==> src/rtl/mem_arbiter_if.sv <==
// Bus bundle between the fetch/memory stages, the arbiter and the unified memory.
// The slave modport is the arbiter's view; master is the core-plus-memory view.
interface mem_arbiter_if #(
    parameter int AW = 32,
    parameter int DW = 32
);
    logic          i_req;
    logic [AW-1:0] i_addr;
    logic          i_done;
    logic [DW-1:0] i_rdata;
    logic          d_req;
    logic          d_we;
    logic [AW-1:0] d_addr;
    logic [DW-1:0] d_wdata;
    logic          d_done;
    logic [DW-1:0] d_rdata;
    logic          stall_f;
    logic          stall_m;
    logic          m_en;
    logic          m_we;
    logic [AW-1:0] m_addr;
    logic [DW-1:0] m_wdata;
    logic [DW-1:0] m_rdata;

    modport slave (
        input  i_req, i_addr, d_req, d_we, d_addr, d_wdata, m_rdata,
        output i_done, i_rdata, d_done, d_rdata, stall_f, stall_m,
               m_en, m_we, m_addr, m_wdata
    );

    modport master (
        output i_req, i_addr, d_req, d_we, d_addr, d_wdata, m_rdata,
        input  i_done, i_rdata, d_done, d_rdata, stall_f, stall_m,
               m_en, m_we, m_addr, m_wdata
    );
endinterface

==> src/rtl/mem_arbiter.sv <==
// Arbitrates the I and D ports onto one single-ported memory with LAT wait states.
// Define MEM_ARB_RR_EN for round-robin arbitration; otherwise D has fixed priority.
module mem_arbiter #(
    parameter int AW  = 32,
    parameter int DW  = 32,
    parameter int LAT = 2
) (
    input  logic          clk,
    input  logic          reset,
    mem_arbiter_if.slave  bus
);

    typedef enum logic [1:0] {IDLE, ACCESS, RESP} state_t;
    typedef enum logic {OWN_D, OWN_I} owner_t;

    localparam logic [3:0] CNT_INIT = 4'(LAT - 1);

    if (LAT < 1 || LAT > 15) begin : g_bad_lat
        $error("mem_arbiter: LAT=%0d outside legal range 1..15", LAT);
    end

    state_t        state;
    owner_t        owner;
    owner_t        grant;
    logic          grant_valid;
    logic [3:0]    counter;
    logic          held_we;

    always_comb begin
        // NOTE: every always_comb output gets a default first so no path can infer a latch.
        grant_valid = bus.d_req | bus.i_req;
        grant       = OWN_D;
`ifdef MEM_ARB_RR_EN
        if (bus.d_req && bus.i_req) begin
            grant = (owner == OWN_D) ? OWN_I : OWN_D;
        end else if (!bus.d_req) begin
            grant = OWN_I;
        end
`else
        if (!bus.d_req) begin
            grant = OWN_I;
        end
`endif
    end

    // NOTE: state is updated with non-blocking assignments so every register samples pre-edge values.
    always_ff @(posedge clk or negedge reset) begin
        if (!reset) begin
            state       <= IDLE;
            owner       <= OWN_D;
            counter     <= '0;
            held_we     <= 1'b0;
            bus.m_en    <= 1'b0;
            bus.m_we    <= 1'b0;
            bus.m_addr  <= '0;
            bus.m_wdata <= '0;
            bus.i_done  <= 1'b0;
            bus.d_done  <= 1'b0;
            bus.i_rdata <= '0;
            bus.d_rdata <= '0;
        end else begin
            case (state)
                IDLE: begin
                    if (grant_valid) begin
                        owner    <= grant;
                        counter  <= CNT_INIT;
                        bus.m_en <= 1'b1;
                        state    <= ACCESS;
                        if (grant == OWN_D) begin
                            bus.m_addr  <= bus.d_addr;
                            bus.m_wdata <= bus.d_wdata;
                            held_we     <= bus.d_we;
                            // With LAT=1 the single access cycle is also the commit cycle.
                            bus.m_we    <= bus.d_we && (LAT == 1);
                        end else begin
                            bus.m_addr  <= bus.i_addr;
                            held_we     <= 1'b0;
                            bus.m_we    <= 1'b0;
                        end
                    end
                end
                ACCESS: begin
                    if (counter == 4'd0) begin
                        bus.m_en <= 1'b0;
                        bus.m_we <= 1'b0;
                        state    <= RESP;
                        if (owner == OWN_D) begin
                            bus.d_done <= 1'b1;
                            if (!held_we) begin
                                bus.d_rdata <= bus.m_rdata;
                            end
                        end else begin
                            bus.i_done  <= 1'b1;
                            bus.i_rdata <= bus.m_rdata;
                        end
                    end else begin
                        counter  <= counter - 4'd1;
                        // Raise the strobe only for the last cycle so a write commits exactly once.
                        bus.m_we <= held_we && (counter == 4'd1);
                    end
                end
                RESP: begin
                    bus.i_done <= 1'b0;
                    bus.d_done <= 1'b0;
                    state      <= IDLE;
                end
                default: begin
                    state <= IDLE;
                end
            endcase
        end
    end

    assign bus.stall_f = bus.i_req & ~bus.i_done;
    assign bus.stall_m = bus.d_req & ~bus.d_done;

endmodule

==> src/flat_wrapper.sv <==
// flat-port wrapper written by rule: the top's interface ports become plain ports
module mem_arbiter_flat 
#(
    parameter int AW  = 32,
    parameter int DW  = 32,
    parameter int LAT = 2
)
  (clk, reset, bus_i_req, bus_i_addr, bus_d_req, bus_d_we, bus_d_addr, bus_d_wdata, bus_m_rdata, bus_i_done, bus_i_rdata, bus_d_done, bus_d_rdata, bus_stall_f, bus_stall_m, bus_m_en, bus_m_we, bus_m_addr, bus_m_wdata);
  mem_arbiter_if #(.AW(AW), .DW(DW)) bus_i ();
  input  logic clk;
  input  logic reset;
  input wire logic [$bits(bus_i.i_req)-1:0] bus_i_req;
  input wire logic [$bits(bus_i.i_addr)-1:0] bus_i_addr;
  input wire logic [$bits(bus_i.d_req)-1:0] bus_d_req;
  input wire logic [$bits(bus_i.d_we)-1:0] bus_d_we;
  input wire logic [$bits(bus_i.d_addr)-1:0] bus_d_addr;
  input wire logic [$bits(bus_i.d_wdata)-1:0] bus_d_wdata;
  input wire logic [$bits(bus_i.m_rdata)-1:0] bus_m_rdata;
  output wire logic [$bits(bus_i.i_done)-1:0] bus_i_done;
  output wire logic [$bits(bus_i.i_rdata)-1:0] bus_i_rdata;
  output wire logic [$bits(bus_i.d_done)-1:0] bus_d_done;
  output wire logic [$bits(bus_i.d_rdata)-1:0] bus_d_rdata;
  output wire logic [$bits(bus_i.stall_f)-1:0] bus_stall_f;
  output wire logic [$bits(bus_i.stall_m)-1:0] bus_stall_m;
  output wire logic [$bits(bus_i.m_en)-1:0] bus_m_en;
  output wire logic [$bits(bus_i.m_we)-1:0] bus_m_we;
  output wire logic [$bits(bus_i.m_addr)-1:0] bus_m_addr;
  output wire logic [$bits(bus_i.m_wdata)-1:0] bus_m_wdata;
  assign bus_i.i_req = bus_i_req;
  assign bus_i.i_addr = bus_i_addr;
  assign bus_i.d_req = bus_d_req;
  assign bus_i.d_we = bus_d_we;
  assign bus_i.d_addr = bus_d_addr;
  assign bus_i.d_wdata = bus_d_wdata;
  assign bus_i.m_rdata = bus_m_rdata;
  assign bus_i_done = bus_i.i_done;
  assign bus_i_rdata = bus_i.i_rdata;
  assign bus_d_done = bus_i.d_done;
  assign bus_d_rdata = bus_i.d_rdata;
  assign bus_stall_f = bus_i.stall_f;
  assign bus_stall_m = bus_i.stall_m;
  assign bus_m_en = bus_i.m_en;
  assign bus_m_we = bus_i.m_we;
  assign bus_m_addr = bus_i.m_addr;
  assign bus_m_wdata = bus_i.m_wdata;
  mem_arbiter #(.AW(AW), .DW(DW), .LAT(LAT)) u_core (.clk(clk), .reset(reset), .bus(bus_i));
endmodule
==> config.mk <==
export PLATFORM = sky130hd
export DESIGN_NAME = mem_arbiter_flat
export DESIGN_NICKNAME = d
export VERILOG_FILES = /design/src/rtl/mem_arbiter_if.sv /design/src/rtl/mem_arbiter.sv /design/src/flat_wrapper.sv
export SDC_FILE = /design/constraint.sdc
export NUM_CORES = 1
export LEC_CHECK = 0
export ABC_AREA = 1
export CAP_MARGIN = 20
export CORE_MARGIN = 4
export CORE_UTILIZATION = 30
export CTS_CLUSTER_SIZE = 24
export DETAILED_ROUTE_END_ITERATION = 8
export SYNTH_ARGS = -nofsm -noshare
export SYNTH_HDL_FRONTEND = slang
export SYNTH_SLANG_ARGS = --single-unit
export TNS_END_PERCENT = 20
==> constraint.sdc <==
create_clock -name clk -period 1.9 [get_ports clk]
set_input_delay 0.38 -clock clk [delete_from_list [all_inputs] [get_ports clk]]
set_output_delay 0.38 -clock clk [all_outputs]
set_load 0.005 [all_outputs]
==> flow_metrics.py <==
metrics = {
    "outcome": {
        "status": "finished, final reports clean",
    },
    "synth": {
        "syn_area_per_cell_um2": 8.835,
        "yosysTopAreaCell": "dfrtp_1",
        "syn_inst": 688,
        "ys_ff_latch": 140,
        "ys.warnings.count": 0,
        "ys_types": 28,
        "ys_top_cells_by_area": "dfrtp_1 58%, nand2_1 20%, o211ai_1 4.0%",
        "yosysTopAreaCellShare": 0.5764,
        "yosysSeqAreaShare": 0.5764,
        "syn_nets": 829,
        "syn-cell-area_um2": 6078,
    },
    "finish": {
        "final_cells": 1238,
        "seq_area_um2": 3503,
        "nFillCells": 1832,
        "nets": 1101,
        "final_common_cell": "nand2_1",
        "final_cell_mix": "324 x nand2_1, 263 x clkdlybuf4s50_1, 140 x dfrtp_1, 35 x o21ai_0, 32 x o211ai_1",
        "drive_above_1_share": 0.09969,
        "fin_util": 0.4956,
        "area_delta_synth_final_pct": 60.77,
        "multiInputGateArea_um2": 2295,
        "num_antenna_cells": 0,
    },
    "clock_tree": {
        "clock_path_buffers": 2,
        "clockRootBuffer": "clkbuf_16",
        "cts_tree": "done",
        "cts_sinks": 140,
        "cts_buffers": 17,
        "clkTransAtPathRegs_ns": 0.06,
        "clock_latency_ns": 0.41,
        "htree_levels": 4,
    },
    "sta": {
        "post-route-period-util": 0.9479,
        "worstMarginPinSlew_ns": 0.4462,
        "max_clock_freq_ghz": 0.5552,
        "fin_crit_ns": 1.801,
        "grt_setup_unrepaired": "no",
        "layout_setup_ws_ns": 0.09895,
        "setup_viol": 0,
        "skew_ns": 0.009666,
        "slew_violations": 0,
        "hold_viol_final": 0,
        "finalSetupTns_ns": 0,
        "slew_headroom": 0.7025,
    },
    "global_routing": {
        "grt-ovfl-total": 0,
        "grt_use_total": 0.1816,
        "first_global_vias": 5619,
        "grt_max_degree": 41,
        "antenna_found_initial": 0,
        "grt_pass1_wl_um": 31930,
    },
    "setup_path": {
        "critPathTopFamily": "buffers and inverters",
        "r2r_setup_slack_ns": 0.21,
        "worst_path_max_delay_cell": "clkdlybuf4s50_1",
        "cp.depth": 2,
        "critical_path_arrival_ns": 1.42,
        "critical_path.max_stage_delay_ns": 0.50,
        "cp-endpoint": "bus_stall_m",
        "crit_type": "reg -> out",
        "critPathMaxFanout": 3,
        "start_kind": "flip-flop",
        "cp-end-kind": "primary output",
        "r2r-start": "u_core.state[1]",
        "crit_path_start": "u_core.bus.d_done",
        "critPathRequiredTime_ns": 1.52,
        "path_cells": "nor2_1 > clkdlybuf4s50_1",
        "r2r_end": "u_core.bus.i_rdata[10]",
        "worst-path-buf-inv": 1,
        "reg2regPathDepth": 6,
    },
    "routing": {
        "dr.pass1.iters": 4,
        "wl_per_cell_um": 16.81,
        "wl_um": 20810,
        "ant_nets": 0,
        "drc": 0,
        "drt_iter0_drc": 214,
        "via_per_inst": 4.473,
        "vias": 5537,
    },
    "placed_design": {
        "hpwlAfterDp_um": 15000,
        "gp_congestion": 0.7753,
        "pre_cts_slack_ns": -0.04521,
        "dp_cells": 1205,
        "numPortBuffers": 266,
    },
    "die": {
        "core_um2": 19720,
        "die_w_um": 150.3,
        "die-area_um2": 22600,
        "start_util": 0.3083,
        "rows": 51,
        "die_h_um": 150.3,
        "io_pins": 267,
    },
    "min_path": {
        "hold_class": "in -> async",
    },
    "power": {
        "ir_drop_mv": 0.6771,
        "leakagePower_nw": 4.500,
        "power_density_nw_per_um2": 1631,
    },
    "flow_run": {
        "drv_cap": 0,
    },
}
-- cells by family after synthesis --
| logic type | synth area share |
|---|---|
| buf+inv | 0.04611 |
| flops | 0.5764 |
| simple gates | 0.2596 |
| xor+xnor | 0.001441 |
| compound gates | 0.1000 |
| fa+ha+maj | 0.01647 |
-- routing by layer --
layer  share of wire  global-route usage  up-vias
met3            0.12             0.08970        8
met4          0.0036             0.03568        0
met5               0                   0        -
met1            0.43              0.2320     2554
li1                -                   -     2747
met2            0.45              0.2806      228
-- worst reg2reg max path: stages (launching register included) --
cell,delay (ns)
dfrtp_1,0.39
inv_1,0.13
ha_1,0.30
nand3_4,0.16
buf_4,0.29
o21ai_0,0.22
nand2_1,0.08
-- worst min-delay path by stage --
stage	start	to	slack, ns	cells after the start
3_5_place_dp	reset	u_core.bus.d_rdata[20]	0.33	1
4_1_cts	reset	u_core.bus.d_rdata[16]	0.44	2
3_3_place_gp	reset	u_core.bus.d_rdata[20]	0.32	1
6_report	reset	u_core.bus.d_rdata[16]	0.45	2
2_1_floorplan	reset	u_core.bus.d_done	0.08	0
5_1_grt	reset	u_core.bus.d_rdata[20]	0.47	2
-- cell type report --
type	count	area share
Multi-Input combinational cell	492	0.2348
Clock inverter	13	0.01933
Inverter	18	0.006914
Timing Repair Buffer	291	0.3012
Tap cell	265	0.03393
Clock buffer	19	0.04533
Sequential cell	140	0.3585
-- synthesized netlist by cell type --
cell type  instances
a21oi_1            2
buf_1              1
buf_2              9
buf_4              7
buf_6              4
clkbuf_1          15
clkbuf_2           2
clkinv_1           1
dfrtp_1          140
ha_1               8
inv_1             14
inv_2              3
nand2_1          324
nand2_2            2
nand3_1            7
nand3_4            1
nand3b_1           1
nand4_1            3
nor2_1             8
nor2_4             3
o211ai_1          32
o21ai_0           35
o21ai_1           28
o21ai_2            3
o21ai_4            1
or2_1              5
or2_2             28
xnor2_1            1
-- state kept, by name, indices dropped and copies added (netlist names) --
register,count
u_core.bus.m_addr,32
u_core.bus.i_done,1
u_core.owner,1
u_core.state,2
u_core.bus.i_rdata,32
u_core.held_we,1
u_core.bus.d_rdata,32
u_core.counter,4
u_core.bus.m_wdata,32
u_core.bus.m_we,1
u_core.bus.m_en,1
u_core.bus.d_done,1
-- timing repair --
| action | CTS | global route |
|---|---|---|
| endpoints found under the hold margin | 31 | 0 |
| gates resized for setup | 1 | 1 |
| hold buffers | 1 | 0 |
| endpoints found under the setup margin | 1 | 1 |
| setup buffers | 0 | 0 |
-- metrics by stage --
| stage | cell area (µm²) | hold slack, ns | total power, W |
|---|---|---|---|
| after floorplan | 6078 | 0.08441 | 0.008190 |
| after global placement | 9129 | 0.3236 | 0.01244 |
| after detailed placement | 9129 | 0.3263 | 0.01252 |
| after CTS | 9769 | 0.4377 | 0.01621 |
| after global routing | 9772 | 0.4669 | 0.01715 |
| final | 9772 | 0.4493 | 0.01594 |
-- power breakdown --
group	switching, W	internal, W
combinational	0.00330	0.00380
sequential	0.000800	0.00446
clock	0.00134	0.00225
No activity file was read; power rests on OpenSTA's default activity.
